<file path="src/rtl/uart_tx_peripheral.sv">
// Memory-mapped 8N1 UART transmitter with a TX FIFO, TXDATA/STATUS register window.
// Define UART_PARITY_EN to insert an even-parity bit between the data bits and the stop bit.
module uart_tx_peripheral #(
  parameter int unsigned CLK_DIV    = 16,
  parameter int unsigned FIFO_DEPTH = 16,
  parameter logic [31:0] BASE_ADDR  = 32'h0000_0400
) (
  input  logic        clk,
  input  logic        reset,
  input  logic        bus_we,
  input  logic [31:0] bus_addr,
  input  logic [31:0] bus_wd,
  output logic [31:0] bus_rd,
  output logic        tx,
  output logic        busy
);

  localparam int unsigned PtrW  = $clog2(FIFO_DEPTH);
  localparam int unsigned CntW  = PtrW + 1;
  localparam int unsigned BaudW = $clog2(CLK_DIV);

  localparam logic [BaudW-1:0] BaudLast = BaudW'(CLK_DIV - 1);
  localparam logic [CntW-1:0]  CntFull  = CntW'(FIFO_DEPTH);

`ifdef UART_PARITY_EN
  localparam logic ParityEn = 1'b1;
  typedef enum logic [2:0] {StIdle, StStart, StData, StParity, StStop} state_e;
`else
  localparam logic ParityEn = 1'b0;
  typedef enum logic [2:0] {StIdle, StStart, StData, StStop} state_e;
`endif

  // Address decode
  logic win_hit;
  logic wr_data;
  logic wr_status;

  assign win_hit   = (bus_addr[31:3] == BASE_ADDR[31:3]);
  assign wr_data   = bus_we & win_hit & ~bus_addr[2];
  assign wr_status = bus_we & win_hit & bus_addr[2];

  // FIFO state
  logic [7:0]      mem_q [FIFO_DEPTH];
  logic [PtrW-1:0] wr_ptr_q, wr_ptr_d;
  logic [PtrW-1:0] rd_ptr_q, rd_ptr_d;
  logic [CntW-1:0] count_q, count_d;
  logic            ovf_q, ovf_d;
  logic            full;
  logic            empty;
  logic            push_ok;
  logic            pop;
  logic [7:0]      pop_data;

  // Transmitter state
  state_e           state_q, state_d;
  logic [BaudW-1:0] baud_q, baud_d;
  logic [2:0]       bit_q, bit_d;
  logic [7:0]       shift_q, shift_d;
  logic             tx_q, tx_d;
`ifdef UART_PARITY_EN
  logic             parity_q, parity_d;
`endif

  assign full     = (count_q == CntFull);
  assign empty    = (count_q == '0);
  assign pop_data = mem_q[rd_ptr_q];

  // A full FIFO still accepts a push on the edge it pops.
  assign push_ok  = wr_data & (~full | pop);

  always_comb begin
    wr_ptr_d = wr_ptr_q;
    rd_ptr_d = rd_ptr_q;
    count_d  = count_q;
    ovf_d    = ovf_q;
    if (push_ok) begin
      wr_ptr_d = wr_ptr_q + PtrW'(1);
    end
    if (pop) begin
      rd_ptr_d = rd_ptr_q + PtrW'(1);
    end
    unique case ({push_ok, pop})
      2'b10:   count_d = count_q + CntW'(1);
      2'b01:   count_d = count_q - CntW'(1);
      default: count_d = count_q;
    endcase
    if (wr_data && full && !pop) begin
      ovf_d = 1'b1;
    end else if (wr_status && bus_wd[3]) begin
      ovf_d = 1'b0;
    end
  end

  always_ff @(posedge clk) begin
    if (push_ok) begin
      mem_q[wr_ptr_q] <= bus_wd[7:0];
    end
  end

  // Transmit FSM: each line bit lasts CLK_DIV cycles counted by baud_q.
  always_comb begin
    state_d  = state_q;
    baud_d   = baud_q;
    bit_d    = bit_q;
    shift_d  = shift_q;
    pop      = 1'b0;
`ifdef UART_PARITY_EN
    parity_d = parity_q;
`endif

    unique case (state_q)
      StIdle: begin
        if (!empty) begin
          pop      = 1'b1;
          shift_d  = pop_data;
`ifdef UART_PARITY_EN
          parity_d = ^pop_data;
`endif
          baud_d   = '0;
          state_d  = StStart;
        end
      end

      StStart: begin
        if (baud_q == BaudLast) begin
          baud_d  = '0;
          bit_d   = '0;
          state_d = StData;
        end else begin
          baud_d = baud_q + BaudW'(1);
        end
      end

      StData: begin
        if (baud_q == BaudLast) begin
          baud_d  = '0;
          shift_d = {1'b0, shift_q[7:1]};
          if (bit_q == 3'd7) begin
            bit_d = '0;
`ifdef UART_PARITY_EN
            state_d = StParity;
`else
            state_d = StStop;
`endif
          end else begin
            bit_d = bit_q + 3'd1;
          end
        end else begin
          baud_d = baud_q + BaudW'(1);
        end
      end

`ifdef UART_PARITY_EN
      StParity: begin
        if (baud_q == BaudLast) begin
          baud_d  = '0;
          state_d = StStop;
        end else begin
          baud_d = baud_q + BaudW'(1);
        end
      end
`endif

      StStop: begin
        if (baud_q == BaudLast) begin
          baud_d = '0;
          // Chain straight into the next start bit when more data is waiting.
          if (!empty) begin
            pop      = 1'b1;
            shift_d  = pop_data;
`ifdef UART_PARITY_EN
            parity_d = ^pop_data;
`endif
            state_d  = StStart;
          end else begin
            state_d = StIdle;
          end
        end else begin
          baud_d = baud_q + BaudW'(1);
        end
      end

      default: begin
        state_d = StIdle;
        baud_d  = '0;
        bit_d   = '0;
      end
    endcase

    // Line level is registered from the next state so tx is a clean flop output.
    unique case (state_d)
      StStart:  tx_d = 1'b0;
      StData:   tx_d = shift_d[0];
`ifdef UART_PARITY_EN
      StParity: tx_d = parity_d;
`endif
      default:  tx_d = 1'b1;
    endcase
  end

  always_ff @(posedge clk) begin
    if (!reset) begin
      wr_ptr_q <= '0;
      rd_ptr_q <= '0;
      count_q  <= '0;
      ovf_q    <= 1'b0;
      state_q  <= StIdle;
      baud_q   <= '0;
      bit_q    <= '0;
      shift_q  <= '0;
      tx_q     <= 1'b1;
`ifdef UART_PARITY_EN
      parity_q <= 1'b0;
`endif
    end else begin
      wr_ptr_q <= wr_ptr_d;
      rd_ptr_q <= rd_ptr_d;
      count_q  <= count_d;
      ovf_q    <= ovf_d;
      state_q  <= state_d;
      baud_q   <= baud_d;
      bit_q    <= bit_d;
      shift_q  <= shift_d;
      tx_q     <= tx_d;
`ifdef UART_PARITY_EN
      parity_q <= parity_d;
`endif
    end
  end

  assign tx   = tx_q;
  assign busy = (state_q != StIdle) | ~empty;

  always_comb begin
    bus_rd = 32'h0;
    if (win_hit && bus_addr[2]) begin
      bus_rd = {27'b0, ParityEn, ovf_q, busy, full, empty};
    end
  end

  logic unused_bus_bits;
  assign unused_bus_bits = ^{bus_addr[1:0], bus_wd[31:8]};

endmodule

</file>
<file path="config.mk">
export PLATFORM = sky130hd
export DESIGN_NAME = uart_tx_peripheral
export DESIGN_NICKNAME = d
export VERILOG_FILES = /design/src/rtl/uart_tx_peripheral.sv
export SDC_FILE = /design/constraint.sdc
export NUM_CORES = 1
export LEC_CHECK = 0
export BUFFER_PORTS_ARGS = -buffer_cell sky130_fd_sc_hd__buf_2
export CAP_MARGIN = 15
export CORE_MARGIN = 1
export CORE_UTILIZATION = 40
export DETAILED_ROUTE_END_ITERATION = 6
export GPL_TIMING_DRIVEN = 1
export HOLD_SLACK_MARGIN = 0.15
export MAX_ROUTING_LAYER = met4
export PLACE_DENSITY_LB_ADDON = 0.15
export SYNTH_ARGS = -nofsm -noshare
export SYNTH_HDL_FRONTEND = slang
export SYNTH_SLANG_ARGS = --single-unit
export TNS_END_PERCENT = 100
</file>
<file path="constraint.sdc">
create_clock -name clk -period 3.2 [get_ports clk]
set_input_delay 0.64 -clock clk [delete_from_list [all_inputs] [get_ports clk]]
set_output_delay 0.64 -clock clk [all_outputs]
set_load 0.02 [all_outputs]
</file>
# After elaboration in Yosys (flattened, before gate mapping)
# Memories as Yosys holds them, arrays and structs flattened. A register that Yosys moved wholly into a read port is not among the register bits.
# Cells that the tools add are included.
dict set report totals {
  reg_bits 33
  mem_bits_rw 128
  input_bits 67
  output_inout_bits 34
  wordCells 87
  mem_count 1
}
# name words width read_ports rd_ports_with_merged_regs wr line
set memory_table {}
lappend memory_table {mem_q 16 8 1 1 1 43} ;# logic [7:0] mem_q [FIFO_DEPTH];
dict set report op_classes {
  n_addsub 6
  eq_ne 15
  n_mux 30
  bitwise 10
  n_reduce_logical 15
}
# cell n
set op_table {}
lappend op_table {{$eq 29x8->1 const B} 1}
lappend op_table {{$mux 3} 8}
lappend op_table {{$mux 8} 3}
lappend op_table {{$pmux 8 s3} 1}
lappend op_table {{$mux 4} 5}
lappend op_table {{$add 4x1->4 const B} 3}
lappend op_table {{$pmux 3 s4} 1}
lappend op_table {{$pmux 5 s2} 1}
lappend op_table {{$eq 3x2->1 const B} 3}
lappend op_table {{$pmux 3 s3} 1}
lappend op_table {{$ne 2x2->1 const B} 4}
lappend op_table {{$pmux 4 s2} 1}
lappend op_table {{$mux 1} 7}
lappend op_table {{$eq 3x1->1 const B} 2}
lappend op_table {{$reduce_and 3->1} 2}
lappend op_table {{$reduce_bool 3->1} 2}
lappend op_table {{$add 5x1->5 const B} 1}
lappend op_table {{$eq 5x5->1 const B} 1}
lappend op_table {{$logic_not 5->1} 1}
lappend op_table {{$sub 5x1->5 const B} 1}
lappend op_table {{$and 1x1->1} 4}
lappend op_table {{$eq 4x4->1 const B} 1}
lappend op_table {{$logic_and 1x1->1} 4}
lappend op_table {{$not 1->1} 4}
lappend op_table {{11 further kinds} 14}

# Longest topological paths before layout
dict set report depth {
  word_depth 8
  ltp_mapped 16
  depth_no_buf 14
}

# Worst setup path after synthesis
# OpenSTA, ideal clock, no wires.
dict set report synth_path {
  kind {input port to flip-flop}
  start {input port bus_addr[7]}
  end {register count_q[4]}
  setup_time_ns 0.132
  arrival_ns 3.323
  required_time_ns 3.068
  path_slack_ns -0.255
  cell_stages 15
  n_path_buf 2
  cell_sequence {nor4b_1 and4_1 nand4b_1 nor2_1 clkbuf_1 inv_1 ha_1 clkbuf_1 xor2_1 ha_1 a21oi_1 o22ai_1 a222oi_1 or3_1 a21oi_1}
}
dict set report synth_between {
  elab_chain_len 6
  word_cells_on_any_way 8
  classes_between {3 x eq/ne; 1 x mux; 3 x bitwise; 1 x reduce/logical}
}
# item line
set synth_rtl {}
lappend synth_rtl {{start: declaration} 11} ;# input logic [31:0] bus_addr,
lappend synth_rtl {{$eq 29x8->1 *} 38} ;# assign win_hit = (bus_addr[31:3] == BASE_ADDR[31:3]);
lappend synth_rtl {{$and 1x1->1 * (2 in series)} 39} ;# assign wr_data = bus_we & win_hit & ~bus_addr[2];
lappend synth_rtl {{$and 1x1->1 *} 69} ;# assign push_ok = wr_data & (~full | pop);
lappend synth_rtl {{$eq 2x1->1 / $eq 2x2->1 (equally long branches)} 82} ;# unique case ({push_ok, pop})
lappend synth_rtl {{$pmux 5 s2 / $reduce_bool 2->1 (equally long branches)} -}
lappend synth_rtl {{end signal: assignment} 218} ;# count_q <= count_d;
lappend synth_rtl {{end: declaration} 46} ;# logic [CntW-1:0] count_q, count_d;
# Mark *: on every way between the ends. The rest lies on a longest branch, timed or not.
# A chain may end at the register's enable or synchronous reset.

# Worst setup path after layout
dict set report layout_path {
  start {register baud_q[0]}
  end {register count_q[4]}
}
dict set report layout_between {
  elab_chain_len 7
  word_cells_on_any_way 9
  classes_between {3 x eq/ne; 3 x mux; 2 x bitwise; 1 x reduce/logical}
}
# item line
set layout_rtl {}
lappend layout_rtl {{start: declaration} 56} ;# logic [BaudW-1:0] baud_q, baud_d;
lappend layout_rtl {{start signal: assignment} 221} ;# baud_q <= baud_d;
lappend layout_rtl {{$eq 4x4->1 *} 165} ;# if (baud_q == BaudLast) begin
lappend layout_rtl {{$mux 1 *} 165}
lappend layout_rtl {{$pmux 1 s2 *} 111} ;# unique case (state_q)
lappend layout_rtl {{$or 1x1->1} 69}
lappend layout_rtl {{$and 1x1->1} 69}
lappend layout_rtl {{$eq 2x1->1 / $eq 2x2->1 (equally long branches)} 82}
lappend layout_rtl {{$pmux 5 s2 / $reduce_bool 2->1 (equally long branches)} -}
# Marks and branches as above.

==> impl_results.md <==
- Status: complete, no violations
- Placeable core region: about 0.017 mm^2
- Setup repair after global routing missed its margin: no
- Asr flop ratio synth: 0
- Wire length after detailed routing: 14400 um
- Number of ports placed on the die boundary: ~100
- Initial Util: 0.413
- Mean cell area of the mapped netlist: between 15 and 20 um^2
- Post-Layout Cell Count: ~780
- Required arrival time at the worst endpoint: ~3.6 ns
- Detailed-route via count: slightly above 4000
- Clock latency on the worst-skew pair: ~0.43 ns
- Overall die area: 0.0186 mm^2
- Standard-cell rows: 48
- Type of the tightest min-delay check: reg2reg
- Cells taking the most area after synthesis: sky130_fd_sc_hd__edfxtp_1, sky130_fd_sc_hd__mux4_2, sky130_fd_sc_hd__dfxtp_1
- Critical path endpoint category: flip-flop
- Post-layout total power: between 4 and 5 mW
- Final antenna-violating net count: 0
- Maximum clock insertion buffer count: 2
- Fill cell instance count of the final layout: roughly 1500
- Final Slew Violations: 0
- Clock net sink count: 165
- Setup slack after layout: around 0.25 ns
- # placed instances: 747
- Combined area of the multi-input logic cells: approximately 0.0024 mm^2
- Worst setup path startpoint: baud_q[0]
- Root buffer cell: sky130_fd_sc_hd__clkbuf_16
- Routability congestion estimate from global placement: slightly below 0.8
- Setup violation total in the final timing report: 0
- Maximum Capacitance Violations: 0
- Buffers inserted during post-CTS setup optimization: 0
- Reg2reg start: baud_q[0]
- Hold WS: approximately 0.47 ns
- CTS Buf Count: 17
- Proportion of power drawn by flip-flops and latches: 0.518
- Post-layout utilization of the core: 0.471
- Number of buffer cells added on primary ports: between 40 and 50
- Distinct cells, synth: 52
- Part of the power in the clock network: 0.460
- Critical Setup Path Class: reg2reg
- Synthesis-stage register bit count: between 150 and 200
- Pwr per Cell Area: between 500 and 600 mW/mm^2
- Number of flops mapped to enable cells by yosys: 128
- Commonest register cell after synthesis: sky130_fd_sc_hd__edfxtp_1
- GRT Residual Overflow: 0
- Maximum clock rate: roughly 0.34 GHz
- Mean routed wirelength per cell: ~18 um
- Element type at the critical path start: flip-flop
- Leading cell type by number of instances after synthesis: sky130_fd_sc_hd__edfxtp_1
- Maximum clock skew at final layout: 0.0127 ns
- Number of antenna violations at the first check in global routing: 0
- P_sw: 0.955 mW
- Leakage: 2.87 nW
- Int Pwr: 3.49 mW
- Post-detailed-route via-to-cell ratio: ~5.3
- Top cells by instance count after synthesis: sky130_fd_sc_hd__edfxtp_1, sky130_fd_sc_hd__dfxtp_1, sky130_fd_sc_hd__mux4_2
- H-tree depth: 4
- Comb pwr share: 0.022
- Share of Yosys cell area claimed by the top area cell type: 0.533
- Sum of net half-perimeters after detailed placement: 9710 um
- Place WS: -0.0452 ns
- Switching part of the total power: 0.215
- Clock tree from TritonCTS: done
- Area delta synth->final: 14.1%
- Count of final hold-check violations: 0
- Worst slew slack as a fraction of its limit: 0.527
- Actual transition at the worst max-transition pin: between 0.7 and 0.8 ns
- Clock edge transition at the registers on the reported setup and hold paths: 0.07 ns
- Fin crit share: 0.923
- Register area: 0.00459 mm^2
- Register area share after synthesis: 0.635
- Pin count of the biggest net entering global routing: 21
- Post-Syn Area: 0.00722 mm^2
- Number of gates resized after CTS: 0
- Arrival time reported for the critical path endpoint: approximately 3.3 ns
- Die X-Extent: around 140 um
- Vias in the first global route: between 4000 and 5000
- Max VDD drop: between 0.3 and 0.4 mV
- Chip height: approximately 140 um
- Drc violations: 0
- Post-synthesis instance total: 480
- Number of DRC markers in iteration 0: between 200 and 250
- Final Net Count: between 600 and 700
- Worst-path maximum fanout: 6
- Post-CTS Hold Buffers: 0
- First-pass GRT wire length: about 23000 um
- DR pass1 iterations: 4
- Total track usage: 0.176
- Ant. Diodes: 0
- Yosys top cell by area: sky130_fd_sc_hd__edfxtp_1
- Layout cells sized above 1: 0.271
- Final Critical Period: roughly 3.0 ns
- Number of warnings issued by yosys: 0
- Startpoint of the most critical hold path: bit_q[1]
## cell usage in the layout (no fill, tap or decap), types with 2 or more instances in the layout
| cell type | netlist | routed |
|---|---|---|
| sky130_fd_sc_hd__mux4_2 | 34 | 34 |
| sky130_fd_sc_hd__nand2b_1 | 3 | 3 |
| sky130_fd_sc_hd__nand3b_1 | 3 | 3 |
| sky130_fd_sc_hd__edfxtp_1 | 128 | 128 |
| sky130_fd_sc_hd__xor2_1 | 5 | 5 |
| sky130_fd_sc_hd__clkinvlp_4 | 0 | 2 |
| sky130_fd_sc_hd__bufinv_16 | 0 | 2 |
| sky130_fd_sc_hd__nand2_1 | 14 | 14 |
| sky130_fd_sc_hd__a21oi_1 | 21 | 20 |
| sky130_fd_sc_hd__clkinv_2 | 0 | 2 |
| sky130_fd_sc_hd__buf_2 | 8 | 46 |
| sky130_fd_sc_hd__nand4_1 | 2 | 2 |
| sky130_fd_sc_hd__and4_1 | 2 | 2 |
| sky130_fd_sc_hd__nor2_1 | 28 | 27 |
| sky130_fd_sc_hd__a21o_1 | 3 | 3 |
| sky130_fd_sc_hd__clkinv_4 | 0 | 4 |
| sky130_fd_sc_hd__buf_4 | 29 | 19 |
| sky130_fd_sc_hd__ha_1 | 11 | 10 |
| sky130_fd_sc_hd__nand3_1 | 12 | 12 |
| sky130_fd_sc_hd__or4_1 | 2 | 2 |
| sky130_fd_sc_hd__clkbuf_16 | 0 | 17 |
| sky130_fd_sc_hd__or3_1 | 3 | 3 |
| sky130_fd_sc_hd__inv_6 | 0 | 4 |
| sky130_fd_sc_hd__nor4_1 | 9 | 9 |
| sky130_fd_sc_hd__and3_1 | 16 | 16 |
| sky130_fd_sc_hd__inv_1 | 9 | 8 |
| sky130_fd_sc_hd__a211oi_1 | 12 | 12 |
| sky130_fd_sc_hd__mux2i_1 | 12 | 12 |
| sky130_fd_sc_hd__a221o_2 | 8 | 8 |
| sky130_fd_sc_hd__dfxtp_1 | 37 | 36 |
| sky130_fd_sc_hd__o21ai_0 | 12 | 12 |
| sky130_fd_sc_hd__nor2b_1 | 10 | 10 |
| sky130_fd_sc_hd__xnor2_1 | 4 | 4 |
| sky130_fd_sc_hd__and2_1 | 3 | 3 |
| sky130_fd_sc_hd__nor3_1 | 7 | 7 |
| sky130_fd_sc_hd__conb_1 | 1 | 29 |
## cells by family after synthesis
logic type / synth area share
mux: 0.123
simple gates: 0.0903
compound gates: 0.0674
xor+xnor: 0.0109
other cells: 0.000520
buf+inv: 0.0537
flops: 0.635
fa+ha+maj: 0.0191
## worst max-delay path: stages, from the launching register on
cell and delay [ns]:
sky130_fd_sc_hd__dfxtp_1 0.34, sky130_fd_sc_hd__ha_1 0.26, sky130_fd_sc_hd__and4_2 0.27, sky130_fd_sc_hd__a21o_1 0.22, sky130_fd_sc_hd__a21oi_1 0.30, sky130_fd_sc_hd__nor2_2 0.08
sky130_fd_sc_hd__inv_2 0.07, sky130_fd_sc_hd__ha_1 0.17, sky130_fd_sc_hd__xor2_1 0.16, sky130_fd_sc_hd__ha_2 0.19, sky130_fd_sc_hd__a21oi_2 0.04, sky130_fd_sc_hd__o22ai_1 0.13
sky130_fd_sc_hd__a222oi_1 0.13, sky130_fd_sc_hd__or3_1 0.39, sky130_fd_sc_hd__a21oi_1 0.14
## flip-flops by register name, indices dropped and copies added (netlist names), named ones only
| signal | cells |
|---|---|
| ovf_q | 1 |
| rd_ptr_q | 4 |
| baud_q | 4 |
| state_q | 3 |
| count_q | 5 |
| bit_q | 3 |
| wr_ptr_q | 4 |
| shift_q | 8 |
| mem_q | 128 |
| tx | 1 |
## worst paths after layout
| kind | end | slack, ns | depth (start not counted) |
|---|---|---|---|
| worst max-delay path | count_q[4] | 0.25 | 14 |
| worst max register to register | count_q[4] | 0.25 | 14 |
| worst min-delay path | bit_q[1] | 0.47 | 2 |
| worst min register to register | bit_q[1] | 0.47 | 2 |
## through the flow
| step | instance area (um^2) | setup TNS (ns) |
|---|---|---|
| finish | 8230 | 0 |
| global route | 8230 | 0 |
| CTS | 8230 | 0 |
| detailed placement | 7640 | -0.0452 |
| global placement | 7640 | -0.00470 |
| floorplan | 7350 | 0 |
## area by class of cell
cell class,count,area share
clock buffers,17,0.0517
multi-input cells,282,0.286
well taps,225,0.0342
flip-flops and latches,165,0.557
repair buffers,65,0.0453
clock inverters,15,0.0208
inverters,10,0.00456
## metal layers
metal / wire length (um) / GRT usage / share of wire / vias up
met2: 7150 / 0.278 / 0.50 / 69
li1: - / - / - / 1941
met4: 191 / 0.0648 / 0.013 / 0
met3: 367 / 0.0362 / 0.025 / 18
met5: 0 / - / 0 / -
met1: 6700 / 0.222 / 0.46 / 2066
## power by group through the flow
stage                     sequential [mW]  clock (mW)  combinational, mW
after floorplan                      2.35           0             0.0722
after global placement               2.35           0             0.0952
after detailed placement             2.35           0             0.0986
after CTS                            2.31        2.08             0.0986
after global routing                 2.30        2.16              0.110
final                                2.31        2.05             0.0984
Note: power is estimated with default switching activity, not from simulation.
